===== src/rtl/collision_pkg.sv =====
// Shared definitions for the sprite collision path: sprite word layout,
// sprite edge size and the flag bank FSM encoding.
package collision_pkg;

  // Sprite word layout
  localparam int ACTIVE_BIT  = 29;
  localparam int X_MSB       = 28;
  localparam int X_LSB       = 19;
  localparam int Y_MSB       = 18;
  localparam int Y_LSB       = 9;
  localparam int COORD_W     = 10;

  // Sprite edge length in pixels
  localparam int SPRITE_SIZE = 20;

  // Flag bank frame FSM
  typedef enum logic [2:0] {
    IDLE    = 3'd0,
    ACCUM   = 3'd1,
    DRAIN   = 3'd2,
    PUBLISH = 3'd3,
    HOLD    = 3'd4
  } state_t;

  // Unsigned distance between two coordinates; the smaller operand is
  // always subtracted so the result never wraps.
  function automatic logic [COORD_W-1:0] abs_diff(input logic [COORD_W-1:0] a,
                                                  input logic [COORD_W-1:0] b);
    return (a >= b) ? (a - b) : (b - a);
  endfunction

endpackage


===== src/rtl/collision_flag_bank_if.sv =====
// Signal bundle between the collision controller / flag consumer and the
// collision flag bank.
//
// Handshake: flags_valid rises for a frame once it has been published and
// stays high until the consumer drives flags_read=1 on a clock edge while
// flags_valid=1; that edge completes the transfer and drops flags_valid.
// collision_flags/collision_count are stable whenever flags_valid is high.
interface collision_flag_bank_if
  import collision_pkg::*;
#(
  parameter int N_SPRITE = 32,
  parameter int SEL_W    = 5,
  parameter int DATA_W   = 32
);

  logic                clear_n;
  logic                update_en;
  logic [SEL_W-1:0]    mobile_idx;
  logic [SEL_W-1:0]    comparison_idx;
  logic [DATA_W-1:0]   m_sprite;
  logic [DATA_W-1:0]   c_sprite;
  logic                analysis_done_n;
  logic                flags_read;
  logic [N_SPRITE-1:0] collision_flags;
  logic                flags_valid;
  logic [SEL_W:0]      collision_count;
  state_t              state_dbg;

  modport master (
    output clear_n, update_en, mobile_idx, comparison_idx,
           m_sprite, c_sprite, analysis_done_n, flags_read,
    input  collision_flags, flags_valid, collision_count, state_dbg
  );

  modport slave (
    input  clear_n, update_en, mobile_idx, comparison_idx,
           m_sprite, c_sprite, analysis_done_n, flags_read,
    output collision_flags, flags_valid, collision_count, state_dbg
  );

endinterface


===== src/rtl/sprite_overlap_cmp.sv =====
// Combinational sprite geometry: per-axis distances and activity of the
// incoming pair, and the overlap decision on a previously latched pair.
module sprite_overlap_cmp
  import collision_pkg::*;
#(
  parameter int DATA_W  = 32,
  parameter int SEL_W   = 5,
  parameter int SIZE_PX = 20
)(
  input  logic [DATA_W-1:0]  m_sprite,
  input  logic [DATA_W-1:0]  c_sprite,
  output logic [COORD_W-1:0] dx,
  output logic [COORD_W-1:0] dy,
  output logic               both_active,
  input  logic [COORD_W-1:0] s_dx,
  input  logic [COORD_W-1:0] s_dy,
  input  logic               s_act,
  input  logic [SEL_W-1:0]   s_mi,
  input  logic [SEL_W-1:0]   s_ci,
  output logic               overlap
);

  localparam logic [COORD_W-1:0] SIZE_L = COORD_W'(SIZE_PX);

  logic [COORD_W-1:0] mx, my, cx, cy;
  logic               sprite_unused;

  assign mx = m_sprite[X_MSB:X_LSB];
  assign my = m_sprite[Y_MSB:Y_LSB];
  assign cx = c_sprite[X_MSB:X_LSB];
  assign cy = c_sprite[Y_MSB:Y_LSB];

  assign dx          = abs_diff(mx, cx);
  assign dy          = abs_diff(my, cy);
  assign both_active = m_sprite[ACTIVE_BIT] & c_sprite[ACTIVE_BIT];

  // A sprite never collides with itself.
  assign overlap = s_act && (s_dx < SIZE_L) && (s_dy < SIZE_L) && (s_mi != s_ci);

  // Upper bits and the offset field carry nothing for the geometry test.
  assign sprite_unused = ^{m_sprite[DATA_W-1:ACTIVE_BIT+1], m_sprite[Y_LSB-1:0],
                           c_sprite[DATA_W-1:ACTIVE_BIT+1], c_sprite[Y_LSB-1:0]};

endmodule


===== src/rtl/collision_flag_bank.sv =====
// Per-frame collision flag accumulator. Pair evaluations requested by the
// controller are pipelined in two stages into a pending flag vector; at the
// end of the frame the pending flags are published and held for the consumer.
module collision_flag_bank
  import collision_pkg::*;
#(
  parameter int N_SPRITE    = 32,
  parameter int SEL_W       = 5,
  parameter int DATA_W      = 32,
  parameter int SPRITE_SIZE = collision_pkg::SPRITE_SIZE
)(
  input logic                  clk,
  input logic                  reset,
  collision_flag_bank_if.slave bus
);

  localparam int CNT_W = SEL_W + 1;

  state_t              state_q, state_d;
  logic                drain_q, drain_d;
  logic                upd_q, done_q;
  logic                upd_rise, done_fall, accepting, load_s1, commit;

  logic                s1_valid_q;
  logic [COORD_W-1:0]  s1_dx_q, s1_dy_q;
  logic                s1_act_q;
  logic [SEL_W-1:0]    s1_mi_q, s1_ci_q;

  logic [COORD_W-1:0]  dx_w, dy_w;
  logic                act_w, overlap_w;

  logic [N_SPRITE-1:0] pending_q, pending_d;
  logic [CNT_W-1:0]    count_q, count_d;

  logic [N_SPRITE-1:0] flags_q;
  logic [CNT_W-1:0]    pub_count_q;
  logic                valid_q;

  // Edges are taken against last cycle's copies, so a held strobe only
  // produces one request.
  assign upd_rise  = bus.update_en & ~upd_q;
  assign done_fall = ~bus.analysis_done_n & done_q;

  // DRAIN still accepts requests so late pairs are not lost; a coinciding
  // frame clear discards the request.
  assign accepting = (state_q == ACCUM) || (state_q == DRAIN);
  assign load_s1   = upd_rise & accepting & bus.clear_n;
  assign commit    = s1_valid_q & overlap_w;

  sprite_overlap_cmp #(
    .DATA_W  (DATA_W),
    .SEL_W   (SEL_W),
    .SIZE_PX (SPRITE_SIZE)
  ) u_cmp (
    .m_sprite    (bus.m_sprite),
    .c_sprite    (bus.c_sprite),
    .dx          (dx_w),
    .dy          (dy_w),
    .both_active (act_w),
    .s_dx        (s1_dx_q),
    .s_dy        (s1_dy_q),
    .s_act       (s1_act_q),
    .s_mi        (s1_mi_q),
    .s_ci        (s1_ci_q),
    .overlap     (overlap_w)
  );

  // Edge-detect registers for the controller strobes.
  always_ff @(posedge clk or negedge reset) begin
    if (!reset) begin
      upd_q  <= 1'b0;
      done_q <= 1'b1;
    end else begin
      upd_q  <= bus.update_en;
      done_q <= bus.analysis_done_n;
    end
  end

  // Stage 1: capture distances, activity and indices of a requested pair.
  always_ff @(posedge clk or negedge reset) begin
    if (!reset) begin
      s1_valid_q <= 1'b0;
      s1_dx_q    <= '0;
      s1_dy_q    <= '0;
      s1_act_q   <= 1'b0;
      s1_mi_q    <= '0;
      s1_ci_q    <= '0;
    end else begin
      s1_valid_q <= load_s1;
      if (load_s1) begin
        s1_dx_q  <= dx_w;
        s1_dy_q  <= dy_w;
        s1_act_q <= act_w;
        s1_mi_q  <= bus.mobile_idx;
        s1_ci_q  <= bus.comparison_idx;
      end
    end
  end

  // Stage 2: fold an overlapping pair into the pending flags; clear wins.
  always_comb begin
    pending_d = pending_q;
    count_d   = count_q;
    if (commit) begin
      pending_d[s1_mi_q] = 1'b1;
      pending_d[s1_ci_q] = 1'b1;
      if (count_q != '1) count_d = count_q + CNT_W'(1);
    end
    if (!bus.clear_n) begin
      pending_d = '0;
      count_d   = '0;
    end
  end

  // Pending accumulator registers.
  always_ff @(posedge clk or negedge reset) begin
    if (!reset) begin
      pending_q <= '0;
      count_q   <= '0;
    end else begin
      pending_q <= pending_d;
      count_q   <= count_d;
    end
  end

  // Frame FSM next-state: drain runs two cycles so in-flight pairs land.
  always_comb begin
    state_d = state_q;
    drain_d = 1'b0;
    unique case (state_q)
      IDLE:    if (!bus.clear_n) state_d = ACCUM;
      ACCUM:   if (done_fall) state_d = DRAIN;
      DRAIN: begin
        drain_d = 1'b1;
        if (drain_q) state_d = PUBLISH;
      end
      PUBLISH: state_d = HOLD;
      HOLD:    if (bus.flags_read) state_d = IDLE;
      default: state_d = IDLE;
    endcase
  end

  // Frame FSM state register.
  always_ff @(posedge clk or negedge reset) begin
    if (!reset) begin
      state_q <= IDLE;
      drain_q <= 1'b0;
    end else begin
      state_q <= state_d;
      drain_q <= drain_d;
    end
  end

  // Published frame: includes a pair committing in the publish cycle itself.
  always_ff @(posedge clk or negedge reset) begin
    if (!reset) begin
      flags_q     <= '0;
      pub_count_q <= '0;
      valid_q     <= 1'b0;
    end else if (state_q == PUBLISH) begin
      flags_q     <= pending_d;
      pub_count_q <= count_d;
      valid_q     <= 1'b1;
    end else if (state_q == HOLD && bus.flags_read) begin
      valid_q     <= 1'b0;
    end
  end

  assign bus.collision_flags = flags_q;
  assign bus.collision_count = pub_count_q;
  assign bus.flags_valid     = valid_q;
  assign bus.state_dbg       = state_q;

endmodule


===== src/flat_wrapper.sv =====
// flat-port wrapper written by rule: the top's interface ports become plain ports
module collision_flag_bank_flat import collision_pkg::*;
#(
  parameter int N_SPRITE    = 32,
  parameter int SEL_W       = 5,
  parameter int DATA_W      = 32,
  parameter int SPRITE_SIZE = collision_pkg::SPRITE_SIZE
)
  (clk, reset, bus_clear_n, bus_update_en, bus_mobile_idx, bus_comparison_idx, bus_m_sprite, bus_c_sprite, bus_analysis_done_n, bus_flags_read, bus_collision_flags, bus_flags_valid, bus_collision_count, bus_state_dbg);
  collision_flag_bank_if #(.N_SPRITE(N_SPRITE), .SEL_W(SEL_W), .DATA_W(DATA_W)) bus_i ();
  input logic clk;
  input logic reset;
  input wire logic [$bits(bus_i.clear_n)-1:0] bus_clear_n;
  input wire logic [$bits(bus_i.update_en)-1:0] bus_update_en;
  input wire logic [$bits(bus_i.mobile_idx)-1:0] bus_mobile_idx;
  input wire logic [$bits(bus_i.comparison_idx)-1:0] bus_comparison_idx;
  input wire logic [$bits(bus_i.m_sprite)-1:0] bus_m_sprite;
  input wire logic [$bits(bus_i.c_sprite)-1:0] bus_c_sprite;
  input wire logic [$bits(bus_i.analysis_done_n)-1:0] bus_analysis_done_n;
  input wire logic [$bits(bus_i.flags_read)-1:0] bus_flags_read;
  output wire logic [$bits(bus_i.collision_flags)-1:0] bus_collision_flags;
  output wire logic [$bits(bus_i.flags_valid)-1:0] bus_flags_valid;
  output wire logic [$bits(bus_i.collision_count)-1:0] bus_collision_count;
  output wire logic [$bits(bus_i.state_dbg)-1:0] bus_state_dbg;
  assign bus_i.clear_n = bus_clear_n;
  assign bus_i.update_en = bus_update_en;
  assign bus_i.mobile_idx = bus_mobile_idx;
  assign bus_i.comparison_idx = bus_comparison_idx;
  assign bus_i.m_sprite = bus_m_sprite;
  assign bus_i.c_sprite = bus_c_sprite;
  assign bus_i.analysis_done_n = bus_analysis_done_n;
  assign bus_i.flags_read = bus_flags_read;
  assign bus_collision_flags = bus_i.collision_flags;
  assign bus_flags_valid = bus_i.flags_valid;
  assign bus_collision_count = bus_i.collision_count;
  assign bus_state_dbg = bus_i.state_dbg;
  collision_flag_bank #(.N_SPRITE(N_SPRITE), .SEL_W(SEL_W), .DATA_W(DATA_W), .SPRITE_SIZE(SPRITE_SIZE)) u_core (.clk(clk), .reset(reset), .bus(bus_i));
endmodule

===== config.mk =====
export PLATFORM = sky130hd
export DESIGN_NAME = collision_flag_bank_flat
export DESIGN_NICKNAME = d
export VERILOG_FILES = /design/src/rtl/collision_pkg.sv /design/src/rtl/collision_flag_bank_if.sv /design/src/rtl/sprite_overlap_cmp.sv /design/src/rtl/collision_flag_bank.sv /design/src/flat_wrapper.sv
export SDC_FILE = /design/constraint.sdc
export NUM_CORES = 1
export LEC_CHECK = 0
export ABC_AREA = 1
export CAP_MARGIN = 20
export CORE_UTILIZATION = 30
export DETAILED_ROUTE_END_ITERATION = 8
export GPL_TIMING_DRIVEN = 0
export PLACE_DENSITY = 0.52
export SLEW_MARGIN = 20
export SYNTH_ARGS = -nofsm -noshare
export SYNTH_HDL_FRONTEND = slang
export SYNTH_SLANG_ARGS = --single-unit

===== constraint.sdc =====
create_clock -name clk -period 4.1 [get_ports clk]
set_input_delay 0.41 -clock clk [delete_from_list [all_inputs] [get_ports clk]]
set_output_delay 0.41 -clock clk [all_outputs]
set_load 0.02 [all_outputs]

==> results.json <==
{
  "drt_pass1_iterations": 5,
  "worst_r2r_path_depth": 7,
  "cpPeakStageDelay_ps": 480,
  "p_comb_frac": 0.394,
  "vias": 6502,
  "viasPerCell": 4.40,
  "ctsResizeCount": 0,
  "power.density_nw_per_um2": 423,
  "final_core_util": 0.377,
  "cts_setup_buffers": 0,
  "cts-htree-levels": 3,
  "cp-start-kind": "primary input",
  "setup_violations": 0,
  "synthesis.area_sq_um": 7410,
  "synth_flop_cell": "dfrtp_1",
  "ir_drop_uv": 226,
  "timing.critical_path.mode_cell": "nand2_1",
  "drt-initial-drc-count": 393,
  "cp-startpoint": "bus_c_sprite[12]",
  "cts_buffers": 9,
  "synth_fp_nets": 1157,
  "worst_path_max_delay_cell": "clkdlybuf4s50_1",
  "grt.busiest_layer": "met2",
  "cts.path.max_buffers": 2,
  "clock_power_share": 0.236,
  "wl_um": 18400,
  "timing.final.crit_share": 0.548,
  "antenna_left": 0,
  "crit_end": "u_core.s1_dy_q[6]$_DFFE_PN0P_",
  "ys_warn_count": 0,
  "cts.sinks": 111,
  "track_usage": 0.152,
  "crit_path_end_kind": "flop",
  "initial_core_util": 0.306,
  "grtUsageMet2": 0.246,
  "path_buf_inv": 4,
  "relSlewSlack": 0.533,
  "postSynth.asyncResetShare": 1.00,
  "cp_top_family": "buffers and inverters",
  "grt_pass1_wl_um": 31400,
  "nets": 1267,
  "clkLatencyLatePin_ps": 350,
  "maxCapViolations": 0,
  "seq_area_frac_synth": 0.375,
  "grt_max_degree": 57,
  "layout_common_cells": "353 x nand2_1, 173 x inv_1, 110 x dfrtp_1",
  "critPathRequiredTime_ps": 4390,
  "swShare": 0.408,
  "grt_pass1_vias": 6376,
  "clkTransAtPathRegs_ps": 70,
  "tightest_slew_ps": 698,
  "cts_root_buf": "clkbuf_16",
  "drcViolationCount": 0,
  "dpl_cell_area_sq_um": 8830,
  "crit_type": "primary input to flop",
  "finalNonFillerCells": 1477,
  "io_buffer_count": 98,
  "use_met1": 0.213,
  "r2r_start": "u_core.bus.state_dbg[0]$_DFFE_PN0P_",
  "syn_inst": 1038,
  "syn_avg_cell_area_sq_um": 7.14,
  "hold_viol": 0,
  "fmax_ghz": 0.445,
  "arrival_ps": 2540,
  "core.rowCount": 57,
  "die_h_um": 159,
  "ys_seq_elements": 111,
  "pwr-share-seq": 0.370,
  "die-area_sq_um": 25300,
  "synth_edf_count": 0,
  "final_area_sq_um": 9140,
  "io_pins": 122,
  "die_w_um": 159,
  "drt-wirelength-per-cell_um": 12.4,
  "timing.critical_path.depth": 15,
  "rsz0062_at_grt": "false",
  "p_leak_uw": 0.00503,
  "cp_max_fo": 9,
  "rr_endpoint": "u_core.bus.collision_count[0]$_DFFE_PN0P_",
  "hold_ws_ps": 7.72,
  "areaGrowthSynthToFinish_pct": 23.3,
  "place_hpwl_um": 14500,
  "drive_gt1_frac": 0.0720,
  "fin_worst_skew_ps": 7.14,
  "synth_cell_type_count": 43,
  "cts_tree": "done",
  "crit_chain": "clkdlybuf4s50_1 > inv_1 > ha_1 > clkbuf_2 > a21oi_1 > nor2_1 > nor2_1 > nand2_1 > nand2_1 > nand2_2 > inv_2 > nand2_1 > nand2_1 > nand2_1 > nand2_1",
  "final_max_slew_viol_count": 0,
  "antenna_found_initial": 0,
  "coreArea_sq_um": 24200,
  "p_total_uw": 3860,
  "fin_crit_ps": 2250,
  "ff2ff_setup_slack_ps": 2010,
  "use_met3": 0.0190,
  "hold_buffers": 0,
  "intPower_uw": 2290,
  "final_common_cell": "nand2_1",
  "switchingPower_uw": 1580,
  "outcome": "finished clean",
  "grt_remaining_overflow": 0,
  "hold_class": "primary input to asynchronous set/reset pin",
  "place_inst": 1461,
  "n_antenna_cell": 0,
  "place_congestion": 0.863
}
cells by family (layout without fill, tap and decap cells):
group / Yosys count / in the layout / synth area share
simple gates: 515 / 515 / 0.304
buf+inv: 211 / 326 / 0.116
compound gates: 141 / 141 / 0.115
flops: 111 / 111 / 0.375
fa+ha+maj: 39 / 39 / 0.0658
xor+xnor: 21 / 21 / 0.0248
worst min path at each step:
| stage | startpoint | endpoint | slack [ps] |
|---|---|---|---|
| global route | reset | u_core.bus.state_dbg[0]$_DFFE_PN0P_ | 50 |
| CTS | reset | u_core.bus.state_dbg[0]$_DFFE_PN0P_ | 30 |
| floorplan | reset | u_core.bus.collision_count[0]$_DFFE_PN0P_ | 110 |
| detailed placement | reset | u_core.bus.state_dbg[0]$_DFFE_PN0P_ | 410 |
| global placement | u_core.bus.flags_valid$_DFFE_PN0P_ | u_core.bus.flags_valid$_DFFE_PN0P_ | 460 |
| finish | reset | u_core.bus.state_dbg[0]$_DFFE_PN0P_ | 8 |
power groups by stage:
stage	clock network (uW)	logic, uW	registers [uW]
after floorplan	0	1010	1460
after global routing	978	1750	1460
after detailed placement	0	1530	1450
final	911	1520	1430
after global placement	0	1520	1450
after CTS	936	1540	1430
cell usage after synthesis, types with 5 or more instances:
library cell  number  area [sq um]
nand4_1           18           113
nor3_1            10          50.1
dfrtp_1          110          2750
clkbuf_2           5          25.0
clkbuf_1           9          33.8
nand2_2           16           100
o21ai_1           20           100
ha_1              39           488
a22oi_1           10          75.1
a22o_1             8          70.1
inv_2              9          33.8
nand2_1          353          1330
nand2_4           10           113
nor2_1            48           180
a21oi_1           40           200
buf_4              6          45.0
inv_1            173           649
o21bai_1          29           218
xor2_1            20           175
o21ai_0           26           130
nand3_1           42           210
stage by stage:
stage,worst slack [ps],setup TNS [ps]
5_1_grt,1580,0
2_1_floorplan,2310,0
6_report,1850,0
4_1_cts,1860,0
3_5_place_dp,1490,0
3_3_place_gp,-1870,-205860
worst reg2reg max path, cell delays in order (launching register included):
cell and delay [ps]:
dfrtp_1 420, inv_1 90, nor3_2 440, inv_1 160, clkbuf_1 280, clkbuf_1 350
nand2_1 120, o21ai_0 90
per-layer routing:
layer	routed length [um]	up-vias
met4	213	0
met1	9240	2942
met2	8350	97
li1	-	3452
met5	0	-
met3	556	11
sequential cells by signal, summed over array words and instances, names as in the netlist:
| name | cells |
|---|---|
| u_core.bus.flags_valid | 1 |
| u_core.drain_q | 1 |
| u_core.s1_act_q | 1 |
| u_core.bus.collision_flags | 32 |
| u_core.s1_valid_q | 1 |
| u_core.bus.collision_count | 6 |
| u_core.bus.state_dbg | 3 |
| u_core.count_q | 6 |
| u_core.s1_dy_q | 8 |
| u_core.done_q | 1 |
| u_core.s1_dx_q | 8 |
| u_core.pending_q | 32 |
| u_core.s1_ci_q | 5 |
| u_core.upd_q | 1 |
| u_core.s1_mi_q | 5 |
cell type report:
type                            count  area (sq um)
Tap cell                          324           405
Multi-Input combinational cell    716          3770
Clock inverter                      6          70.1
Inverter                          183           692
Clock buffer                       10           239
Buffer                             28           169
Sequential cell                   111          2780
Fill cell                        2619         15100
Timing Repair Buffer               99          1010
Note: power is estimated with default switching activity, not from simulation.
